--- src/rtl/med_arbiter.sv ---
// med_arbiter: two-port arbiter in front of the single-port data memory.
//   Port 0 = core load/store path, port 1 = host/debug loader.
//   The owner keeps the memory while it requests. A burst counter bounds how
//   long the other port waits when both ports request.
// Ports:
//   clk, rst_n              clock (rising edge), asynchronous active-low reset
//   reqN/weN/addrN/wdataN   port N request, write enable, address, write data
//   gntN                    port N access accepted this cycle (combinational)
//   rvalidN/rdataN          port N registered read return, one cycle after gnt
//   mem_we/mem_addr/mem_din memory drive from the granted port (port 0 when idle)
//   mem_dout                memory read data, combinational from mem_addr
module med_arbiter #(
  parameter int ADDR_W    = 8,
  parameter int DATA_W    = 8,
  parameter int MAX_BURST = 4
) (
  input  logic              clk,
  input  logic              rst_n,
  input  logic              req0,
  input  logic              we0,
  input  logic [ADDR_W-1:0] addr0,
  input  logic [DATA_W-1:0] wdata0,
  output logic              gnt0,
  output logic              rvalid0,
  output logic [DATA_W-1:0] rdata0,
  input  logic              req1,
  input  logic              we1,
  input  logic [ADDR_W-1:0] addr1,
  input  logic [DATA_W-1:0] wdata1,
  output logic              gnt1,
  output logic              rvalid1,
  output logic [DATA_W-1:0] rdata1,
  output logic              mem_we,
  output logic [ADDR_W-1:0] mem_addr,
  output logic [DATA_W-1:0] mem_din,
  input  logic [DATA_W-1:0] mem_dout
);

  typedef enum logic {
    OWN_P0 = 1'b0,
    OWN_P1 = 1'b1
  } owner_e;

  owner_e            r_owner;
  logic [3:0]        r_burst_cnt;
  logic              r_rvalid0;
  logic              r_rvalid1;
  logic [DATA_W-1:0] r_rdata0;
  logic [DATA_W-1:0] r_rdata1;

  logic w_gnt0;
  logic w_gnt1;
  logic w_pick1;

  // Under contention the owner keeps the memory until the burst limit is hit.
  always_comb begin
    w_gnt0  = 1'b0;
    w_gnt1  = 1'b0;
    w_pick1 = 1'b0;
    if (req0 && req1) begin
      if (r_burst_cnt < 4'(MAX_BURST))
        w_pick1 = (r_owner == OWN_P1);
      else
        w_pick1 = (r_owner == OWN_P0);
      w_gnt1 = w_pick1;
      w_gnt0 = ~w_pick1;
    end else begin
      w_gnt0 = req0;
      w_gnt1 = req1;
    end
    // No access may be accepted, and nothing written, while reset is held.
    if (!rst_n) begin
      w_gnt0 = 1'b0;
      w_gnt1 = 1'b0;
    end
  end

  assign gnt0     = w_gnt0;
  assign gnt1     = w_gnt1;
  assign mem_we   = (w_gnt0 & we0) | (w_gnt1 & we1);
  assign mem_addr = w_gnt1 ? addr1  : addr0;
  assign mem_din  = w_gnt1 ? wdata1 : wdata0;

  assign rvalid0 = r_rvalid0;
  assign rvalid1 = r_rvalid1;
  assign rdata0  = r_rdata0;
  assign rdata1  = r_rdata1;

  always_ff @(posedge clk or negedge rst_n) begin
    if (!rst_n) begin
      r_owner     <= OWN_P0;
      r_burst_cnt <= '0;
      r_rvalid0   <= 1'b0;
      r_rvalid1   <= 1'b0;
      r_rdata0    <= '0;
      r_rdata1    <= '0;
    end else begin
      r_rvalid0 <= w_gnt0 & ~we0;
      r_rvalid1 <= w_gnt1 & ~we1;
      if (w_gnt0 && !we0) r_rdata0 <= mem_dout;
      if (w_gnt1 && !we1) r_rdata1 <= mem_dout;

      if (w_gnt0 || w_gnt1) begin
        // w_gnt1 identifies the granted port whenever any grant is active.
        if (w_gnt1 == r_owner) begin
          if (r_burst_cnt != 4'hF) r_burst_cnt <= r_burst_cnt + 4'd1;
        end else begin
          r_owner     <= w_gnt1 ? OWN_P1 : OWN_P0;
          r_burst_cnt <= 4'd1;
        end
      end else begin
        r_burst_cnt <= '0;
      end
    end
  end

endmodule

--- config.mk ---
export PLATFORM = sky130hd
export DESIGN_NAME = med_arbiter
export DESIGN_NICKNAME = d
export VERILOG_FILES = /design/src/rtl/med_arbiter.sv
export SDC_FILE = /design/constraint.sdc
export NUM_CORES = 1
export LEC_CHECK = 0
export ABC_AREA = 1
export CELL_PAD_IN_SITES_DETAIL_PLACEMENT = 1
export CELL_PAD_IN_SITES_GLOBAL_PLACEMENT = 2
export CORE_MARGIN = 2
export CORE_UTILIZATION = 18
export CTS_CLUSTER_SIZE = 16
export DETAILED_ROUTE_END_ITERATION = 7
export GPL_TIMING_DRIVEN = 0
export PLACE_DENSITY = 0.85
export SYNTH_ARGS = -nofsm -noshare
export SYNTH_HDL_FRONTEND = slang
export SYNTH_SLANG_ARGS = --single-unit
--- constraint.sdc ---
create_clock -name clk -period 1.68 [get_ports clk]
set_input_delay 0.42 -clock clk [delete_from_list [all_inputs] [get_ports clk]]
set_output_delay 0.42 -clock clk [all_outputs]
set_load 0.03 [all_outputs]
# --- Word level (Yosys, flattened, before mapping) ---
# Index checks and enable logic that the tools add are counted.
classes:
  n_addsub: 1
  mul: 0
  div_mod_pow: 0
  magnitude_cmp: 1
  eq_ne: 3
  shift: 0
  muxes: 12
  bitwise_logic: 10
  n_reduce_logical: 7
ops:
  columns: ["cell", "count"]
  rows:
  - ["8-bit two-way mux", 2]
  - ["4-bit two-way mux", 3]
  - ["1-bit two-way mux", 7]
  - ["1-bit inverter", 5]
  - ["4-bit by 1-bit adder with 4-bit output (second input constant)", 1]
  - ["1-bit bitwise AND", 4]
  - ["4-bit by 3-bit less-than comparator with 1-bit output (second input constant)", 1]
  - ["4-bit != test (second input constant)", 1]
  - ["1-bit logical AND", 3]
  - ["3-bit by 2-bit != test with 1-bit output (second input constant)", 1]
  - ["1-bit zero test", 2]
  - ["2-bit AND reduction", 1]
  - ["1-bit == test", 1]
  - ["1-bit logical OR", 1]
  - ["1-bit bitwise OR", 1]
word_totals:
  regBits: 23
  latch_bits: 0
  ram_bits: 0
  mem_bits_ro: 0
  in_bits: 46
  output_inout_bits: 37
  mem_count: 0

# --- Depth between registers and ports, before layout ---
# Gate-level depths: netlist (run 1).
depth:
  ltp_word: 8
  depth_mapped: 10

# --- Least setup slack after synthesis (run 1) ---
# Ideal clock, no wire load.
synth_timing:
  kind: "reg2out"
  start: "register r_owner"
  end: "output port mem_addr[4]"
  t_arrival_ns: 1.421
  required_time_ns: 1.260
  setup_slack_ns: -0.161
  stages_incl_launch_ff: 9
  n_path_buf: 1
  cell_sequence: "dfrtp_1 -> inv_1 -> o21ai_1 -> nand3_2 -> nand2_2 -> inv_2 -> buf_2 -> nand2_1 -> nand2_1"
synth_between:
  elab_chain_cells: 6
synth_rtl:
  columns: ["item", "line", "source"]
  rows:
  - ["from (decl)", "44", "owner_e r_owner;"]
  - ["from (signal assigned)", "108", "r_owner <= w_gnt1 ? OWN_P1 : OWN_P0;"]
  - ["1-bit inverter", "64", "w_pick1 = (r_owner == OWN_P0);"]
  - ["1-bit two-way mux *", "61", "if (r_burst_cnt < 4'(MAX_BURST))"]
  - ["1-bit two-way mux * (2 in a row)", "60", "if (req0 && req1) begin"]
  - ["1-bit two-way mux *", "72", "if (!rst_n) begin"]
  - ["via gnt1", "30", "output logic gnt1,"]
  - ["8-bit two-way mux *", "81", "assign mem_addr = w_gnt1 ? addr1 : addr0;"]
  - ["to (decl)", "34", "output logic [ADDR_W-1:0] mem_addr,"]
# The timed path passes the listed nets; every way through them passes the cells marked *. The select of a mux whose other input is x is not followed.

# --- Worst setup path after layout (run 1) ---
layout_timing:
  start: "register r_burst_cnt[3]"
  end: "output port mem_we"
layout_between:
  elab_chain_cells: 8
layout_rtl:
  columns: ["item", "line", "source"]
  rows:
  - ["from (decl)", "45", "logic [3:0] r_burst_cnt;"]
  - ["from (signal assigned)", "106", "if (r_burst_cnt != 4'hF) r_burst_cnt <= r_burst_cnt + 4'd1;"]
  - ["4-bit by 3-bit less-than comparator with 1-bit output *", "61", null]
  - ["1-bit two-way mux *", "61", null]
  - ["1-bit two-way mux *", "60", null]
  - ["1-bit inverter", "66", "w_gnt0 = ~w_pick1;"]
  - ["1-bit two-way mux", "60", null]
  - ["1-bit two-way mux", "72", null]
  - ["1-bit bitwise AND", "80", "assign mem_we = (w_gnt0 & we0) | (w_gnt1 & we1);"]
  - ["1-bit bitwise OR *", "80", null]
  - ["to (decl)", "33", "output logic mem_we,"]
# Every way passes the cells marked *; elsewhere a longest branch is shown, timed or not. The select of a mux whose other input is x is not followed.

==> results.json, run 1 <==
{
  "die_x_um": 89.19,
  "initial_core_util": 0.1830,
  "stdcell_area_mm2": 0.002544,
  "wirelength_mm": 4.428,
  "port_buffers": 82,
  "cts.sinks": 23,
  "antennaDiodeCount": 0,
  "drtPass1Iterations": 2,
  "grt_overflow_total": 0,
  "critical_path_class": "reg -> out",
  "yosysWarningCount": 0,
  "gp_routability_congestion": 0.7851,
  "synth_top_area_cell": "dfrtp_1",
  "synth_seq_area_share": 0.4406,
  "cts_made_buffers": 3,
  "drive_gt1_frac": 0.3550,
  "remaining_drc_errors": 0,
  "syn_nets": 212,
  "pin_count": 83,
  "fin_crit_ps": 2059,
  "peakVddDrop_mv": 0.3854,
  "max-cap-violations": 0,
  "critPathMaxFanout": 5,
  "hold_viol_final": 0,
  "rsz0062_at_grt": "true",
  "fin_cells": 361,
  "critPathLaunch": "r_burst_cnt[3]$_DFFE_PN0P_",
  "violations": "setup timing",
  "fin_crit_sh": 1.225,
  "cp.arrival_ps": 1640,
  "dp_hpwl_mm": 3.198,
  "yosys.area_share.simple": 0.3142,
  "grt_pass1_wl_mm": 6.458,
  "layout_commonest_cell": "nand2_1",
  "fin_nets": 310,
  "hold_class": "in -> async",
  "synth-async-reset-ratio": 1.000,
  "fin_skew_ps": 6.693,
  "endpoint_kind": "output pin",
  "htree_num_levels": 1,
  "finalSetupTns_ps": -5942,
  "relSlewSlack": 0.7789,
  "first_global_vias": 1418,
  "syn_inst": 165,
  "die_h_um": 89.19,
  "worst_hold_slack_ps": 64.55,
  "rows": 31,
  "yosys.area.top_type_share": 0.4406,
  "die_area_mm2": 0.007954,
  "viasPerCell": 3.997,
  "post-place-ws_ps": -1989,
  "grtUsageTotal": 0.1044,
  "syn_area_per_cell_um2": 7.917,
  "synth-seq-cells": 23,
  "final_cell_mix": "nand2_1, clkdlybuf4s50_1, dfrtp_1",
  "clkTransAtPathRegs_ps": 90,
  "syn_area_mm2": 0.001306,
  "r2r_cells": 12,
  "synth_mux_area_frac": 0,
  "cts_buffer_depth": 2,
  "dp_cells": 346,
  "postRouteAntennaNets": 0,
  "fmax_ghz": 0.4858,
  "clock_latency_ps": 270,
  "avgRoutedWirePerCell_um": 12.27,
  "cp-start-kind": "flop",
  "setup_violations": 19,
  "core-area_mm2": 0.007137,
  "ctsRootBufferMaster": "clkbuf_8",
  "setup_ws_ps": -378.5,
  "yosysUniqueCellTypes": 22,
  "area_growth_pct": 94.73,
  "drv_slew": 0,
  "grt_max_degree": 26,
  "cts_tree": "built",
  "synthAdderAreaFrac": 0.009579,
  "synth_flop_cell": "dfrtp_1",
  "leakage_nw": 1.283,
  "synth_top_family_by_area": "simple AND/OR/NAND/NOR gates",
  "drt_iter0_markers": 30,
  "place_area_mm2": 0.002283,
  "synth_xor_area_frac": 0,
  "num_vias": 1443,
  "r2r_start": "r_burst_cnt[3]$_DFFE_PN0P_",
  "status": "finished with violations",
  "power_density_mw_per_mm2": 751.1,
  "tightest_slew_ps": 333.0,
  "synth_compound_gate_area_share": 0.1427,
  "critPathRequiredTime_ps": 1260,
  "antenna_found_initial": 0,
  "yosys-top-cells-area": "dfrtp_1, nand2_1, o21ai_2",
  "synth_edf_count": 0
}
## cells by family after synthesis
family | after synthesis
buf+inv | 24
simple gates | 94
flops | 23
compound gates | 23
fa+ha+maj | 1
## worst paths after layout
kind	to	slack (ps)
worst max-delay path	mem_we	-380
worst min-delay path	rdata0[7]$_DFFE_PN0P_	60
worst max register to register	rdata0[0]$_DFFE_PN0P_	50
worst min register to register	rdata0[3]$_DFFE_PN0P_	480
max in group asynchronous	r_burst_cnt[3]$_DFFE_PN0P_	1460
min in group clk	rdata0[3]$_DFFE_PN0P_	480
## synth_stat cells, types with 2 or more instances
library cell / n
buf_6: 2
nand2_4: 4
inv_1: 17
dfrtp_1: 23
inv_2: 2
nor2_1: 4
nand2_1: 76
o21ai_2: 16
o21ai_0: 2
nand3_1: 4
nand2_2: 3
a21oi_2: 2
## layer usage
layer	track usage	vias up	part of all wire
met5	0	-	0
met4	0.02849	0	0.0077
met3	0.02770	4	0.061
met2	0.1886	42	0.51
met1	0.1215	698	0.42
li1	-	699	-
## state kept, by name, indices dropped and copies added, names as in the netlist
register and cells:
rdata1 8, rdata0 8, r_burst_cnt 4, r_owner 1
rvalid0 1, rvalid1 1
## where the power goes
group	switching, mW	internal, mW
Combinational	0.489	0.380
Clock	0.187	0.166
Sequential	0.0512	0.637
Total	0.727	1.18
## worst max-delay path: stages, from the launching register on
cell and delay [ps]:
dfrtp_2 440, nor2_2 130, nand2_2 70, nand3_2 90, nand2_4 80, buf_4 150, buf_16 130, o22ai_4 140
buf_6 150
## timing repair
item                       in CTS  in global routing
hold buffers                    0                  1
cloned                          1                  1
setup endpoints to repair      60                 31
hold endpoints to repair        0                 23
buffers inserted                5                  3
pin swaps                       5                 12
resized for setup             165                 22
## metrics by stage
step	power (mW)	util
5_1_grt	2.029	0.3564
2_1_floorplan	1.153	-
6_report	1.911	0.3564
4_1_cts	1.895	0.3384
3_5_place_dp	1.556	0.3200
3_3_place_gp	1.539	0.3200
## cell type report
cell class	instances	area, µm²
clock buffers	3	41.29
well taps	99	123.9
inverters	19	76.32
flip-flops and latches	23	576.8
multi-input cells	118	686.9
fillers	860	4593
plain buffers	5	80.08
repair buffers	93	953.4
clock inverters	1	5.005
Note: power is estimated with default switching activity, not from simulation.
==> run 2, diff against run 1 <==
==> config.mk (replaced) <==
export PLATFORM = sky130hd
export DESIGN_NAME = med_arbiter
export DESIGN_NICKNAME = d
export VERILOG_FILES = /design/src/rtl/med_arbiter.sv
export SDC_FILE = /design/constraint.sdc
export NUM_CORES = 1
export LEC_CHECK = 0
export CAP_MARGIN = 20
export CELL_PAD_IN_SITES_DETAIL_PLACEMENT = 1
export CELL_PAD_IN_SITES_GLOBAL_PLACEMENT = 2
export CORE_MARGIN = 2
export CORE_UTILIZATION = 21
export CTS_CLUSTER_SIZE = 16
export DETAILED_ROUTE_END_ITERATION = 7
export GPL_TIMING_DRIVEN = 0
export PLACE_DENSITY = 0.87
export SYNTH_ARGS = -nofsm -noshare
export SYNTH_HDL_FRONTEND = slang
export SYNTH_SLANG_ARGS = --single-unit
==> run 2 against run 1 <==
  * The run still ends with setup timing left
  * Final area down 4.7%
  * Clock power down 4%
  * Count of clock-buffer cells in the layout up 1
  * Cell count down 27%
  * Total power up 7.2%
  * Critical path depth down 2
  * Maximum frequency down 16%
  * Hold slack better by 81 ps
  * Via count down 22%
  * Die area down 17%
  * Combinational power up 13%
==> results.json, run 2 <==
{
  "syn_inst": 94,
  "grtUsageMet3": 0.02637,
  "synth-seq-cells": 23,
  "syn_area_mm2": 0.001259,
  "initial_core_util": 0.2151,
  "stdcell_area_mm2": 0.002425,
  "fin_total_pwr_mw": 2.048,
  "remaining_drc_errors": 0,
  "viasPerCell": 4.266,
  "rsz0062_at_grt": "true",
  "gp_routability_congestion": 0.6772,
  "core-area_mm2": 0.005851,
  "cts.sinks": 23,
  "synth_flop_cell": "dfrtp_1",
  "antennaDiodeCount": 0,
  "cts_buffer_depth": 2,
  "gr-usage-met2": 0.2238,
  "ctsRootBufferMaster": "clkbuf_8",
  "die_area_mm2": 0.006629,
  "yosysMostFrequentCell": "mux2_2",
  "syn_nets": 141,
  "busiest_layer": "met2",
  "fin_crit_ps": 2456,
  "layout_commonest_cell": "clkdlybuf4s50_1",
  "rows": 28,
  "synth-async-reset-ratio": 1.000,
  "cts_made_buffers": 3,
  "syn_area_per_cell_um2": 13.39,
  "die_x_um": 81.42,
  "endpoint_kind": "output pin",
  "cp.arrival_ps": 2040,
  "critical_path_class": "in -> out",
  "port_buffers": 82,
  "grtUsageTotal": 0.1198,
  "grt_pass1_wl_mm": 6.237,
  "wirelength_mm": 3.964,
  "fin_skew_ps": 6.649,
  "drv_slew": 0,
  "critPathMaxFanout": 8,
  "yosysUniqueCellTypes": 27,
  "drtPass1Iterations": 4,
  "grt_max_degree": 18,
  "grt_overflow_total": 0,
  "yosys.area.top_type_share": 0.4573,
  "place_area_mm2": 0.002255,
  "first_global_vias": 1271,
  "drt_iter0_markers": 31,
  "peakVddDrop_mv": 0.6044,
  "pin_count": 83,
  "num_vias": 1122,
  "fin_cells": 263,
  "synth_seq_area_share": 0.4573,
  "fin_crit_sh": 1.462,
  "fmax_ghz": 0.4072,
  "use_met1": 0.1411,
  "leakage_nw": 1.156,
  "synth_top_area_cell": "dfrtp_1",
  "dp_cells": 252,
  "clock_latency_ps": 260,
  "final_cell_mix": "clkdlybuf4s50_1, mux2_4, dfrtp_1, buf_6, dlygate4sd2_1",
  "status": "finished with violations",
  "relSlewSlack": 0.7254,
  "synth_common_cells": "mux2_2, dfrtp_1, mux2_4",
  "hold_class": "in -> async",
  "max-cap-violations": 0,
  "post-place-ws_ps": -1712,
  "critPathRequiredTime_ps": 1260,
  "power_density_mw_per_mm2": 844.6,
  "die_h_um": 81.42,
  "hold_viol_final": 0,
  "yosys-top-cells-area": "dfrtp_1, mux2_2, mux2_4",
  "dp_hpwl_mm": 2.937,
  "setup_violations": 35,
  "setup_ws_ps": -776.1,
  "tightest_slew_ps": 407.6,
  "synth_edf_count": 0,
  "antenna_found_initial": 0,
  "area_growth_pct": 92.64,
  "cts_hold_buf": 0,
  "fin_nets": 236,
  "drive_gt1_frac": 0.3989,
  "cts_tree": "built",
  "avgRoutedWirePerCell_um": 15.07,
  "cp-start-kind": "primary input",
  "violations": "setup timing",
  "postRouteAntennaNets": 0,
  "clkTransAtPathRegs_ps": 80,
  "htree_num_levels": 1,
  "yosysWarningCount": 0
}
[run 2: changes by cell type in the layout (fill, tap and decap cells not counted), moves of 6 or more]
cell / previous run / this run
nand2_1: 57 / 4
mux2_4: 0 / 24
nand2_2: 20 / 0
o21ai_2: 17 / 0
inv_1: 16 / 2
mux2_2: 0 / 8
nand2_4: 6 / 0
[run 2: through the flow]
stage                     utilization  hold WS [ps]  TNS (ps)
after CTS                      0.4160         153.5    -20240
after global placement         0.3807         491.3    -78460
after global routing           0.4145         159.3    -22040
final                          0.4145         146.0    -18680
after detailed placement       0.3854         497.0    -47760
after floorplan                     -         124.4    -10090
[run 2: cell families after synthesis]
family,count (synthesis),share of synthesized area
XOR/XNOR,1,0.006960
flip-flops,23,0.4573
adder cells (fa/ha/maj),1,0.009939
buffers and inverters,7,0.04672
multiplexers,33,0.3181
AND/OR/NAND/NOR,16,0.07654
AO/OA/AOI/OAI,13,0.08450
[run 2: per-layer routing]
metal / routed length (µm) / up-vias
li1: - / 530
met1: 1599 / 547
met2: 2021 / 45
met3: 343 / 0
met4: 0 / 0
met5: 0 / -
[run 2: final cells by class]
type                       count  area [µm²]
fill                         636        3426
timing repair buffer          92       960.9
sequential                    23       575.6
multi-input combinational     64       709.4
inverter                       3       13.76
clock buffer                   4       45.04
buffer                         2       26.28
tap                           75       93.84
[run 2: worst paths after layout]
check / depth (start not counted) / slack [ps] / endpoint / start
max in group asynchronous: 2 / 1130 / r_burst_cnt[1]$_DFFE_PN0P_ / rst_n
worst min-delay path: 1 / 150 / r_burst_cnt[3]$_DFFE_PN0P_ / rst_n
worst min register to register: 1 / 510 / rdata1[1]$_DFFE_PN0P_ / rdata1[1]$_DFFE_PN0P_
worst max-delay path: 6 / -780 / mem_addr[2] / req0
min in group clk: 1 / 510 / rdata1[1]$_DFFE_PN0P_ / rdata1[1]$_DFFE_PN0P_
worst max register to register: 7 / -370 / rdata1[3]$_DFFE_PN0P_ / r_burst_cnt[3]$_DFFE_PN0P_
[run 2: what timing repair did]
action | in CTS | in global routing
endpoints found under the setup margin | 58 | 41
pin swaps | 1 | 1
setup buffers | 6 | 1
gates resized for setup | 163 | 3
gates cloned | 2 | 0
[run 2: critical path, cell delays in order]
cell and delay (ps):
clkdlybuf4s15_1 310, or4b_4 510, o2111ai_4 150, buf_12 190, mux2_4 310, buf_6 140
[run 2: report_power, final]
part | switching, mW | internal [mW]
Sequential | 0.0638 | 0.666
Clock | 0.168 | 0.169
Combinational | 0.499 | 0.482
Total | 0.731 | 1.32
